--- src/rtl/ll_pkg.sv ---
// Shared widths and types for the windowed line-length engine.
// Derived widths are functions so each module can size itself from its own parameters.
package ll_pkg;

  localparam int DEF_DATA_W = 32;
  localparam int DEF_WIN    = 256;

  function automatic int ch_w(input int n_ch);
    return (n_ch > 1) ? $clog2(n_ch) : 1;
  endfunction

  // One extra bit for the signed difference, plus log2(WIN) bits of accumulation growth.
  function automatic int out_w(input int data_w, input int win);
    return data_w + 1 + $clog2(win);
  endfunction

  function automatic int diff_w(input int data_w);
    return data_w + 1;
  endfunction

  localparam int DIFF_W = diff_w(DEF_DATA_W);

  typedef logic signed [DEF_DATA_W-1:0]             sample_t;
  typedef logic        [DIFF_W-1:0]                 abs_t;
  typedef logic        [out_w(DEF_DATA_W, DEF_WIN)-1:0] acc_t;

endpackage

--- src/rtl/ll_absdiff.sv ---
// Stage 1 datapath: registered |din - prev| in DATA_W+1 bits.
// The register only loads on a primed, accepted sample.
module ll_absdiff
  import ll_pkg::*;
#(
  parameter int DATA_W = DEF_DATA_W
) (
  input  logic                        clk,
  input  logic                        ld,
  input  logic signed [DATA_W-1:0]    din,
  input  logic signed [DATA_W-1:0]    prev,
  output logic [diff_w(DATA_W)-1:0]   abs_p1
);

  localparam int DW = diff_w(DATA_W);

  logic [DW-1:0] abs_p1_d, abs_p1_q;

  function automatic logic [DW-1:0] abs_diff(input logic signed [DATA_W-1:0] a,
                                             input logic signed [DATA_W-1:0] b);
    logic signed [DW-1:0] d;
    d = $signed({a[DATA_W-1], a}) - $signed({b[DATA_W-1], b});
    return d[DW-1] ? $unsigned(-d) : $unsigned(d);
  endfunction

  always_comb begin
    abs_p1_d = abs_p1_q;
    if (ld) abs_p1_d = abs_diff(din, prev);
  end

  always_ff @(posedge clk) begin
    abs_p1_q <= abs_p1_d;
  end

  assign abs_p1 = abs_p1_q;

endmodule

--- src/rtl/ll_window_acc.sv ---
// Multi-channel windowed line-length engine: per-channel |x[i]-x[i-1]| summed over
// WIN differences, one thresholded result per channel per window, 2 cycles after the closing sample.
module ll_window_acc
  import ll_pkg::*;
#(
  parameter int DATA_W = DEF_DATA_W,
  parameter int N_CH   = 4,
  parameter int WIN    = DEF_WIN,
  parameter int CH_W   = ch_w(N_CH),
  parameter int OUT_W  = out_w(DATA_W, WIN)
) (
  input  logic                     clk,
  input  logic                     rst,
  input  logic signed [DATA_W-1:0] din,
  input  logic                     en,
  input  logic [OUT_W-1:0]         thresh,
  output logic [OUT_W-1:0]         ll_out,
  output logic [CH_W-1:0]          ll_ch,
  output logic                     ll_valid,
  output logic                     ll_over
);

  localparam int DW   = diff_w(DATA_W);
  localparam int WC_W = $clog2(WIN);

  logic                     accept, wrap;
  logic [CH_W-1:0]          ch_cnt_d, ch_cnt_q;
  logic [WC_W-1:0]          win_cnt_d, win_cnt_q;
  logic                     primed_d, primed_q;
  logic signed [DATA_W-1:0] prev_d [N_CH];
  logic signed [DATA_W-1:0] prev_q [N_CH];
  logic [OUT_W-1:0]         acc_d [N_CH];
  logic [OUT_W-1:0]         acc_q [N_CH];
  logic [OUT_W-1:0]         acc_sum;

  logic                     vld_p1_d, vld_p1_q;
  logic [CH_W-1:0]          ch_p1_d, ch_p1_q;
  logic                     first_p1_d, first_p1_q;
  logic                     last_p1_d, last_p1_q;
  logic [DW-1:0]            abs_p1;

  logic                     vld_p2_d, vld_p2_q;
  logic [CH_W-1:0]          ch_p2_d, ch_p2_q;
  logic [OUT_W-1:0]         sum_p2_d, sum_p2_q;
  logic [OUT_W-1:0]         thresh_p2_d, thresh_p2_q;

  logic [OUT_W-1:0]         ll_out_d, ll_out_q;
  logic [CH_W-1:0]          ll_ch_d, ll_ch_q;
  logic                     ll_valid_d, ll_valid_q;
  logic                     ll_over_d, ll_over_q;

  ll_absdiff #(.DATA_W(DATA_W)) u_absdiff (
    .clk    (clk),
    .ld     (vld_p1_d),
    .din    (din),
    .prev   (prev_q[ch_cnt_q]),
    .abs_p1 (abs_p1)
  );

  always_comb begin
    accept    = ~en;
    wrap      = (ch_cnt_q == CH_W'(N_CH - 1));
    ch_cnt_d  = ch_cnt_q;
    win_cnt_d = win_cnt_q;
    primed_d  = primed_q;
    prev_d    = prev_q;
    acc_d     = acc_q;

    // Stage 0 -> 1: counters, prev capture, stage-1 control
    vld_p1_d   = accept & primed_q;
    ch_p1_d    = ch_cnt_q;
    first_p1_d = (win_cnt_q == '0);
    last_p1_d  = (win_cnt_q == WC_W'(WIN - 1));
    if (accept) begin
      prev_d[ch_cnt_q] = din;
      ch_cnt_d         = wrap ? '0 : ch_cnt_q + 1'b1;
      if (wrap) begin
        primed_d = 1'b1;
        if (primed_q) win_cnt_d = last_p1_d ? '0 : win_cnt_q + 1'b1;
      end
    end

    // Stage 1 -> 2: accumulate; the first difference of a window restarts the sum
    acc_sum = first_p1_q ? OUT_W'(abs_p1) : acc_q[ch_p1_q] + OUT_W'(abs_p1);
    if (vld_p1_q) acc_d[ch_p1_q] = acc_sum;
    vld_p2_d    = vld_p1_q & last_p1_q;
    ch_p2_d     = ch_p1_q;
    sum_p2_d    = acc_sum;
    thresh_p2_d = thresh;

    // Stage 2 -> output: held between pulses
    ll_valid_d = vld_p2_q;
    ll_out_d   = ll_out_q;
    ll_ch_d    = ll_ch_q;
    ll_over_d  = ll_over_q;
    if (vld_p2_q) begin
      ll_out_d  = sum_p2_q;
      ll_ch_d   = ch_p2_q;
      ll_over_d = (sum_p2_q > thresh_p2_q);
    end
  end

  always_ff @(posedge clk) begin
    if (rst) begin
      ch_cnt_q   <= '0;
      win_cnt_q  <= '0;
      primed_q   <= 1'b0;
      vld_p1_q   <= 1'b0;
      vld_p2_q   <= 1'b0;
      ll_out_q   <= '0;
      ll_ch_q    <= '0;
      ll_valid_q <= 1'b0;
      ll_over_q  <= 1'b0;
      for (int i = 0; i < N_CH; i++) begin
        prev_q[i] <= '0;
        acc_q[i]  <= '0;
      end
    end else begin
      ch_cnt_q   <= ch_cnt_d;
      win_cnt_q  <= win_cnt_d;
      primed_q   <= primed_d;
      vld_p1_q   <= vld_p1_d;
      vld_p2_q   <= vld_p2_d;
      ll_out_q   <= ll_out_d;
      ll_ch_q    <= ll_ch_d;
      ll_valid_q <= ll_valid_d;
      ll_over_q  <= ll_over_d;
      prev_q     <= prev_d;
      acc_q      <= acc_d;
    end
  end

  always_ff @(posedge clk) begin
    ch_p1_q     <= ch_p1_d;
    first_p1_q  <= first_p1_d;
    last_p1_q   <= last_p1_d;
    ch_p2_q     <= ch_p2_d;
    sum_p2_q    <= sum_p2_d;
    thresh_p2_q <= thresh_p2_d;
  end

  assign ll_out   = ll_out_q;
  assign ll_ch    = ll_ch_q;
  assign ll_valid = ll_valid_q;
  assign ll_over  = ll_over_q;

endmodule

--- config.mk ---
export PLATFORM = sky130hd
export DESIGN_NAME = ll_window_acc
export DESIGN_NICKNAME = d
export VERILOG_FILES = /design/src/rtl/ll_pkg.sv /design/src/rtl/ll_absdiff.sv /design/src/rtl/ll_window_acc.sv
export SDC_FILE = /design/constraint.sdc
export NUM_CORES = 1
export LEC_CHECK = 0
export ABC_AREA = 1
export CAP_MARGIN = 30
export CORE_UTILIZATION = 48
export CTS_CLUSTER_DIAMETER = 60
export CTS_CLUSTER_SIZE = 40
export DETAILED_ROUTE_END_ITERATION = 10
export PLACE_DENSITY = 0.64
export SLEW_MARGIN = 25
export SYNTH_ARGS = -nofsm -noshare
export SYNTH_HDL_FRONTEND = slang
export SYNTH_HIERARCHICAL = 1
export SYNTH_SLANG_ARGS = --single-unit
export TNS_END_PERCENT = 20
--- constraint.sdc ---
create_clock -name clk -period 4.6 [get_ports clk]
set_clock_uncertainty 0.2 [all_clocks]
set_input_delay 0.92 -clock clk [delete_from_list [all_inputs] [get_ports clk]]
set_output_delay 0.92 -clock clk [all_outputs]
set_load 0.02 [all_outputs]
==> impl_metrics.toml, run 1 <==
[job]
max_cap_violations = 0

[logic_synthesis]
number_of_enable_flip_flop_cells_after_synthesis = 33
seq_area_frac_synth_pct = 37.9
net_count_after_synthesis = 4068
postSynth.asyncResetShare_pct = 0
ys_ff_latch = 471
synth.top_cell.area_share_pct = 34.0
warnings_from_yosys = 6
syn-mean-instance-area_um2 = 6.65
yosys-top-cells-area = "sky130_fd_sc_hd__dfxtp_1, sky130_fd_sc_hd__nand2_1, sky130_fd_sc_hd__nor2_1"
mappedNetlistArea_um2 = 25800
synth.lib_cells_used.distinct = 49
synthFlopType = "sky130_fd_sc_hd__dfxtp_1"
syn_inst = 3877
synthDominantAreaCellType = "sky130_fd_sc_hd__dfxtp_1"

[cts]
numCtsBuffers = 40
clkLatencyLatePin_ns = 0.59
clkTransAtPathRegs_ns = 0.09
cts.sink_count = 471
cts_repair_resize_count = 0
tritoncts_clock_tree = "built"
cts-root-to-sink-buffers = 3
cts.root.buffer_cell = "sky130_fd_sc_hd__clkbuf_16"
number_of_buffers_inserted_by_post_cts_setup_repair = 0
h_tree_level_count = 2
cts_hold_buffers = 0

[setup_path]
worst-endpoint-arrival_ns = 4.27
slowest_delay_ns = 0.53
worst_path_max_delay_cell = "sky130_fd_sc_hd__inv_1"
setup.worst_path.class = "flop to flop"
critical_path.startpoint_type = "flop"
worstPathMaxFanout = 34
worst_setup_path_end_kind = "flop"
path_delay_family = "simple AND/OR/NAND/NOR gates"
critical_path_buf_inv_count = 6
crit_path_cell_trace = "inv_1 > buf_4 > o21ai_0 > o22ai_1 > inv_1 > ha_1 > nand2_1 > inv_1 > nand2_1 > inv_1 > nand2_2 > nand2_2 > nand2_1 > nand3_2 > nand3_1 > nand2_1 > nand2_1 > nand2_4 > inv_1 > nor2_1 > xor2_1"
cp.required_ns = 4.73

[worst_hold_path]
hold_path.class = "flop to flop"

[sta]
tightest_slew_ns = 0.939
number_of_hold_violations_in_the_final_report = 0
layout_worst_path_cycle_share_pct = 89.9
clock.fmax_ghz = 0.242
report.final.slew_viol_count = 0
setup_viol_count_final = 0
min_period_ns = 4.14
slew-limit-headroom_pct = 37.2
timing.setup.tns_ns = 0
rsz0062_at_grt = "no"

[grt]
grt_most_used_layer = "met2"
via_count_of_the_first_global_routing_pass = 22100
grt.total_usage_pct = 26.5
grt_start_max_net_pins = 111
gr-usage-met2_pct = 44.9
gr-usage-met3_pct = 2.76
grt_antenna_before_repair = 0
grt_use_met1_pct = 35.9
globalRouteOverflowTotal = 0
first_pass_grt_wire_length_um = 116000

[power]
vdd_ir_drop_max_mv = 0.325
p_per_area_nw_per_um2 = 349
power.leakage_nw = 14.4

[floorplanning]
floorplan.initialDensity_pct = 48.9
floorplan.core_area_um2 = 52800
dieHeight_um = 234
dieArea_um2 = 54600
rows = 84
num_io_pins = 121
chipWidth_um = 234

[placed_design]
dp.cells = 4592
io_buffer_count = 120
routabilityCongestion = 0.999
place_hpwl_um = 52100

[route]
post_drt_via_cell_ratio = 5.11
detailroute.via_count = 23900
drt-total-wl_um = 72100
drc_errors = 20
wire_per_inst_um = 15.4
ant_nets = 0
drt_pass1_iterations = 9
drt_iter0_drc = 1715

[final_layout]
areaGrowthSynthToFinish_pct = 13.3
drive_gt1_share_pct = 5.58
layout.nets = 4138
antenna_cells_inserted = 0
stdcell_count = 4667
num-fill-cells = 5336

[outcome]
failed_checks = "design-rule violations"
status = "finished with violations"
==> layout make-up <==
| type | count | area, um2 | share of cell area [%] |
|---|---|---|---|
| clock inverter | 31 | 423 | 1.45 |
| clock buffer | 43 | 1030 | 3.54 |
| timing repair buffer | 175 | 1680 | 5.77 |
| multi-input combinational | 2666 | 13200 | 45.2 |
| inverter | 593 | 2230 | 7.64 |
| sequential | 471 | 9760 | 33.4 |
| tap | 688 | 861 | 2.95 |
==> worst register-to-register path, cell delays in order (launching register included) <==
cell and delay [ns]:
sky130_fd_sc_hd__dfxtp_2 0.35, sky130_fd_sc_hd__inv_1 0.53, sky130_fd_sc_hd__buf_4 0.32, sky130_fd_sc_hd__o21ai_0 0.10, sky130_fd_sc_hd__o22ai_1 0.15, sky130_fd_sc_hd__inv_1 0.06, sky130_fd_sc_hd__ha_1 0.40, sky130_fd_sc_hd__nand2_1 0.15
sky130_fd_sc_hd__inv_1 0.10, sky130_fd_sc_hd__nand2_1 0.11, sky130_fd_sc_hd__inv_1 0.09, sky130_fd_sc_hd__nand2_2 0.06, sky130_fd_sc_hd__nand2_2 0.08, sky130_fd_sc_hd__nand2_1 0.12, sky130_fd_sc_hd__nand3_2 0.11, sky130_fd_sc_hd__nand3_1 0.09
sky130_fd_sc_hd__nand2_1 0.08, sky130_fd_sc_hd__nand2_1 0.08, sky130_fd_sc_hd__nand2_4 0.29, sky130_fd_sc_hd__inv_1 0.19, sky130_fd_sc_hd__nor2_1 0.14, sky130_fd_sc_hd__xor2_1 0.08
==> synthesized netlist by cell type (2+ instances only) <==
master / instances
sky130_fd_sc_hd__xnor2_1: 10
sky130_fd_sc_hd__a21o_1: 2
sky130_fd_sc_hd__edfxtp_1: 33
sky130_fd_sc_hd__nor2_2: 15
sky130_fd_sc_hd__nor2_4: 10
sky130_fd_sc_hd__nor4b_1: 2
sky130_fd_sc_hd__o22ai_1: 32
sky130_fd_sc_hd__o221ai_1: 33
sky130_fd_sc_hd__o21ai_1: 2
sky130_fd_sc_hd__and2_1: 5
sky130_fd_sc_hd__nand4_1: 30
sky130_fd_sc_hd__dfxtp_1: 438
sky130_fd_sc_hd__clkinv_1: 5
sky130_fd_sc_hd__nand3b_1: 10
sky130_fd_sc_hd__nor4_1: 4
sky130_fd_sc_hd__a31oi_1: 4
sky130_fd_sc_hd__ha_1: 113
sky130_fd_sc_hd__nand3_2: 12
sky130_fd_sc_hd__buf_6: 3
sky130_fd_sc_hd__o21bai_1: 24
sky130_fd_sc_hd__or2_2: 9
sky130_fd_sc_hd__fa_1: 2
sky130_fd_sc_hd__nand2_4: 2
sky130_fd_sc_hd__o21ai_0: 386
sky130_fd_sc_hd__o21a_1: 15
sky130_fd_sc_hd__clkbuf_1: 129
sky130_fd_sc_hd__a21oi_1: 176
sky130_fd_sc_hd__buf_1: 11
sky130_fd_sc_hd__inv_1: 577
sky130_fd_sc_hd__nor3_1: 14
sky130_fd_sc_hd__a22oi_1: 33
sky130_fd_sc_hd__nand3_1: 194
sky130_fd_sc_hd__o21ai_2: 4
sky130_fd_sc_hd__nand2_1: 834
sky130_fd_sc_hd__nor2_1: 630
sky130_fd_sc_hd__inv_2: 11
sky130_fd_sc_hd__xor2_1: 26
sky130_fd_sc_hd__nor3_2: 2
sky130_fd_sc_hd__buf_4: 3
sky130_fd_sc_hd__nand2_2: 23
==> worst paths after layout <==
kind,slack (ns),startpoint,to,cells after the start
min,0.23,last_p1_q,ll_valid_d,2
max reg2reg,0.46,ch_cnt_q[0],u_absdiff/abs_p1[10],21
max,0.46,ch_cnt_q[0],u_absdiff/abs_p1[10],21
min reg2reg,0.23,last_p1_q,ll_valid_d,2
==> registers in the layout, summed over array words and instances (netlist names) <==
name              flops
acc_q               164
ch_cnt_q              2
ch_p1_q               2
ch_p2_q               2
first_p1_q            1
last_p1_q             1
ll_ch                 2
ll_out               41
ll_over               1
ll_valid              1
ll_valid_d            1
prev_q              128
primed_q              1
sum_p2_q             41
thresh_p2_q          41
u_absdiff/abs_p1     33
vld_p1_q              1
win_cnt_q             8
==> cells in the final DEF, fill, tap and decap left out, types with 49 or more instances in the layout <==
master,synthesis,final
sky130_fd_sc_hd__nand2_1,834,834
sky130_fd_sc_hd__nor2_1,630,628
sky130_fd_sc_hd__inv_1,577,576
sky130_fd_sc_hd__dfxtp_1,438,436
sky130_fd_sc_hd__o21ai_0,386,386
sky130_fd_sc_hd__nand3_1,194,194
sky130_fd_sc_hd__a21oi_1,176,176
sky130_fd_sc_hd__clkdlybuf4s50_1,0,119
sky130_fd_sc_hd__ha_1,113,113
sky130_fd_sc_hd__buf_4,3,49
==> per-layer routing <==
metal,up-vias,wire length (um)
met5,-,0
met4,0,1520
met3,88,2810
met2,429,33500
met1,10900,34200
li1,12500,-
==> through the flow <==
step / power [W] / instance area [um2] / hold slack, ns / utilization (%) / worst slack, ns
after global placement: 0.00649 / 27700 / 0.207 / 52.5 / 0.251
after global routing: 0.0107 / 29200 / 0.247 / 55.4 / 0.136
final: 0.0102 / 29200 / 0.228 / 55.4 / 0.464
after CTS: 0.0103 / 29200 / 0.232 / 55.3 / 0.455
after detailed placement: 0.00651 / 27700 / 0.219 / 52.6 / 0.194
after floorplan: 0.00595 / 25800 / 0.175 / - / 1.15
==> cell families after synthesis <==
logic type,count (synthesis),share of synthesized area [%]
compound gates,716,15.4
simple gates,1799,29.0
fa+ha+maj,115,5.64
buf+inv,740,10.9
xor+xnor,36,1.22
flops,471,37.9
==> report_power, final <==
group / internal, W / leakage, nW / switching [W] / total [W]
logic: 0.000692 / 9.86 / 0.00139 / 0.00208
registers: 0.00429 / 3.87 / 0.0000554 / 0.00434
clock network: 0.00197 / 0.705 / 0.00179 / 0.00377
(Power assumes the default switching activity.)
==> run 2, diff against run 1 <==
Settings changed: ABC_AREA 1 to default.
==> impl_metrics.toml, run 2 <==
[outcome]
status = "finished, final reports clean"

[sta]
clock.fmax_ghz = 0.235
number_of_hold_violations_in_the_final_report = 0
final.setup.worst_slack_ns = 0.351
timing.setup.tns_ns = 0
tightest_slew_ns = 0.965
rsz0062_at_grt = "no"
slew-limit-headroom_pct = 35.5
report.final.slew_viol_count = 0
setup_viol_count_final = 0
layout_worst_path_cycle_share_pct = 92.4
min_period_ns = 4.25

[setup_path]
worst_setup_path_end_kind = "flop"
slowest_delay_ns = 0.56
worst_path_max_delay_cell = "sky130_fd_sc_hd__clkdlybuf4s50_1"
cp.required_ns = 4.71
worstPathMaxFanout = 5
setup.worst_path.class = "input port to flop"
r2r_slack_ns = 0.37
r2r_end = "u_absdiff/abs_p1[27]"
crit_path_cell_trace = "clkdlybuf4s50_1 > inv_1 > ha_1 > fa_1 > nor2b_1 > o2111ai_2 > buf_4 > a211oi_1 > o31ai_1 > a32oi_1 > nand4_4 > nor4_4 > a21oi_1 > xor2_1"
critical_path.startpoint_type = "input port"
r2r-start = "ch_cnt_q[0]"
worst-endpoint-arrival_ns = 4.35
worst_r2r_path_cells = 13

[worst_hold_path]
hold_path.class = "flop to flop"
hp-start = "ch_p2_q[0]"
min_path_cells = 2
hold-path-endpoint = "ll_ch[0]"

[floorplanning]
floorplan.initialDensity_pct = 48.6
num_io_pins = 121
rows = 81
dieArea_um2 = 50500
dieHeight_um = 225
chipWidth_um = 225
floorplan.core_area_um2 = 49000

[power]
fin_total_pwr_w = 0.00907
power_frac_clock_pct = 38.5
share_seq_of_total_power_pct = 47.0
netSwitchingPower_w = 0.00260
p_per_area_nw_per_um2 = 329
swShare_pct = 28.7
power.leakage_nw = 10.1
vdd_ir_drop_max_mv = 0.249
pwr-share-comb_pct = 14.4
internal_power_w = 0.00647

[grt]
grt_start_max_net_pins = 99
via_count_of_the_first_global_routing_pass = 19000
grt.total_usage_pct = 24.1
globalRouteOverflowTotal = 0
grt_antenna_before_repair = 1
first_pass_grt_wire_length_um = 98700

[final_layout]
num-fill-cells = 4378
max_ffs_per_register = 164
mostFrequentLayoutCell = "sky130_fd_sc_hd__dfxtp_1"
final_design_area_no_fill_um2 = 27600
mostFrequentLayoutCells = "sky130_fd_sc_hd__dfxtp_1, sky130_fd_sc_hd__nand2_1, sky130_fd_sc_hd__nor2_1"
areaGrowthSynthToFinish_pct = 15.8
layout.nets = 2940
sequential_cell_area_um2 = 9770
multi_input_area_um2 = 13000
stdcell_count = 3441
registers_with_the_highest_flip_flop_counts = "acc_q x164, prev_q x128"
largest_register = "acc_q"
drive_gt1_share_pct = 13.2

[cts]
clkTransAtPathRegs_ns = 0.08
number_of_buffers_inserted_by_post_cts_setup_repair = 0
numCtsBuffers = 37
cts.sink_count = 471
clkLatencyLatePin_ns = 0.60
h_tree_level_count = 2
tritoncts_clock_tree = "built"
cts-root-to-sink-buffers = 3
cts.root.buffer_cell = "sky130_fd_sc_hd__clkbuf_16"

[logic_synthesis]
synth_commonest_cells = "sky130_fd_sc_hd__dfxtp_1, sky130_fd_sc_hd__nand2_1, sky130_fd_sc_hd__nor2_1"
ys_ff_latch = 471
mappedNetlistArea_um2 = 23800
synthDominantAreaCellType = "sky130_fd_sc_hd__dfxtp_1"
warnings_from_yosys = 6
syn-mean-instance-area_um2 = 9.02
yosys-top-cells-area = "sky130_fd_sc_hd__dfxtp_1, sky130_fd_sc_hd__mux4_2, sky130_fd_sc_hd__ha_1"
syn_inst = 2639
synthFlopType = "sky130_fd_sc_hd__dfxtp_1"
postSynth.asyncResetShare_pct = 0
seq_area_frac_synth_pct = 41.0
number_of_enable_flip_flop_cells_after_synthesis = 33
net_count_after_synthesis = 2830
synth.lib_cells_used.distinct = 100
synth.top_cell.area_share_pct = 36.8
synth_most_common_cell = "sky130_fd_sc_hd__dfxtp_1"

[placed_design]
place_hpwl_um = 43200
io_buffer_count = 120
dp.cells = 3373
pre_cts_slack_ns = -0.225
routabilityCongestion = 0.901
placed_cell_area_um2 = 26200

[route]
wire_per_inst_um = 17.6
ant_nets = 0
drt_iter0_drc = 1241
post_drt_via_cell_ratio = 5.61
detailroute.via_count = 19300
drt-total-wl_um = 60600
drc_errors = 0
drt_pass1_iterations = 5

[job]
max_cap_violations = 0
-- run 2: power groups by stage --
stage	sequential, W	combinational, W	clock, W
detailed placement	0.00436	0.00130	0
global placement	0.00436	0.00127	0
floorplan	0.00434	0.000853	0
CTS	0.00426	0.00130	0.00359
finish	0.00426	0.00131	0.00349
global route	0.00427	0.00144	0.00375
-- run 2: worst max-delay path: cells and delay by family --
kind	cells	cell delay, ns
fa+ha+maj	2	0.61
xor+xnor	1	0.16
buf+inv	3	0.83
simple gates	3	0.75
compound gates	5	1.08
-- run 2: routing by layer --
layer	global-route usage [%]	routed length (um)	vias to the layer above
li1	-	-	9517
met1	31.9	27100	9223
met2	41.0	29200	488
met3	2.85	2990	93
met4	7.70	1280	0
met5	0	0	-
-- run 2: how the worst max path moves through the flow --
stage,from,end,slack [ns],cells after the start
floorplan,ch_cnt_q[0],u_absdiff/abs_p1[26],0.15,15
global placement,din[0],u_absdiff/abs_p1[27],-0.15,13
detailed placement,din[0],u_absdiff/abs_p1[27],-0.23,14
CTS,ch_cnt_q[0],u_absdiff/abs_p1[31],0.18,16
global route,ch_cnt_q[0],u_absdiff/abs_p1[22],0.03,14
finish,din[0],u_absdiff/abs_p1[27],0.35,14
-- run 2: layout make-up --
| cell class | count | area share, % |
|---|---|---|
| Multi-Input combinational cell | 1866 | 47.0 |
| Sequential cell | 471 | 35.4 |
| Timing Repair Buffer | 238 | 7.85 |
| Clock buffer | 39 | 3.38 |
| Tap cell | 664 | 3.01 |
| Inverter | 135 | 1.84 |
| Clock inverter | 27 | 1.46 |
| Antenna cell | 1 | 0.00907 |
-- run 2: what timing repair did --
action / 4_1_cts / 5_1_grt
hold buffers: 0 / 0
resized for setup: 0 / 7
setup endpoints to repair: 0 / 6
-- run 2: through the flow --
step / hold WS (ns) / utilization [%]
2_1_floorplan: 0.162 / -
3_3_place_gp: 0.238 / 53.5
3_5_place_dp: 0.245 / 53.5
4_1_cts: 0.255 / 56.2
5_1_grt: 0.268 / 56.3
6_report: 0.251 / 56.3
-- run 2: cells by family (layout without fill, tap and decap cells) --
| kind of cell | Yosys count | in the layout | synth area share (%) |
|---|---|---|---|
| flip-flops | 471 | 471 | 41.0 |
| AND/OR/NAND/NOR | 901 | 901 | 17.0 |
| other | 0 | 1 | 0 |
| adder cells (fa/ha/maj) | 115 | 115 | 6.11 |
| AO/OA/AOI/OAI | 628 | 628 | 18.0 |
| buffers and inverters | 302 | 439 | 4.93 |
| multiplexers | 140 | 140 | 9.84 |
| XOR/XNOR | 82 | 82 | 3.14 |
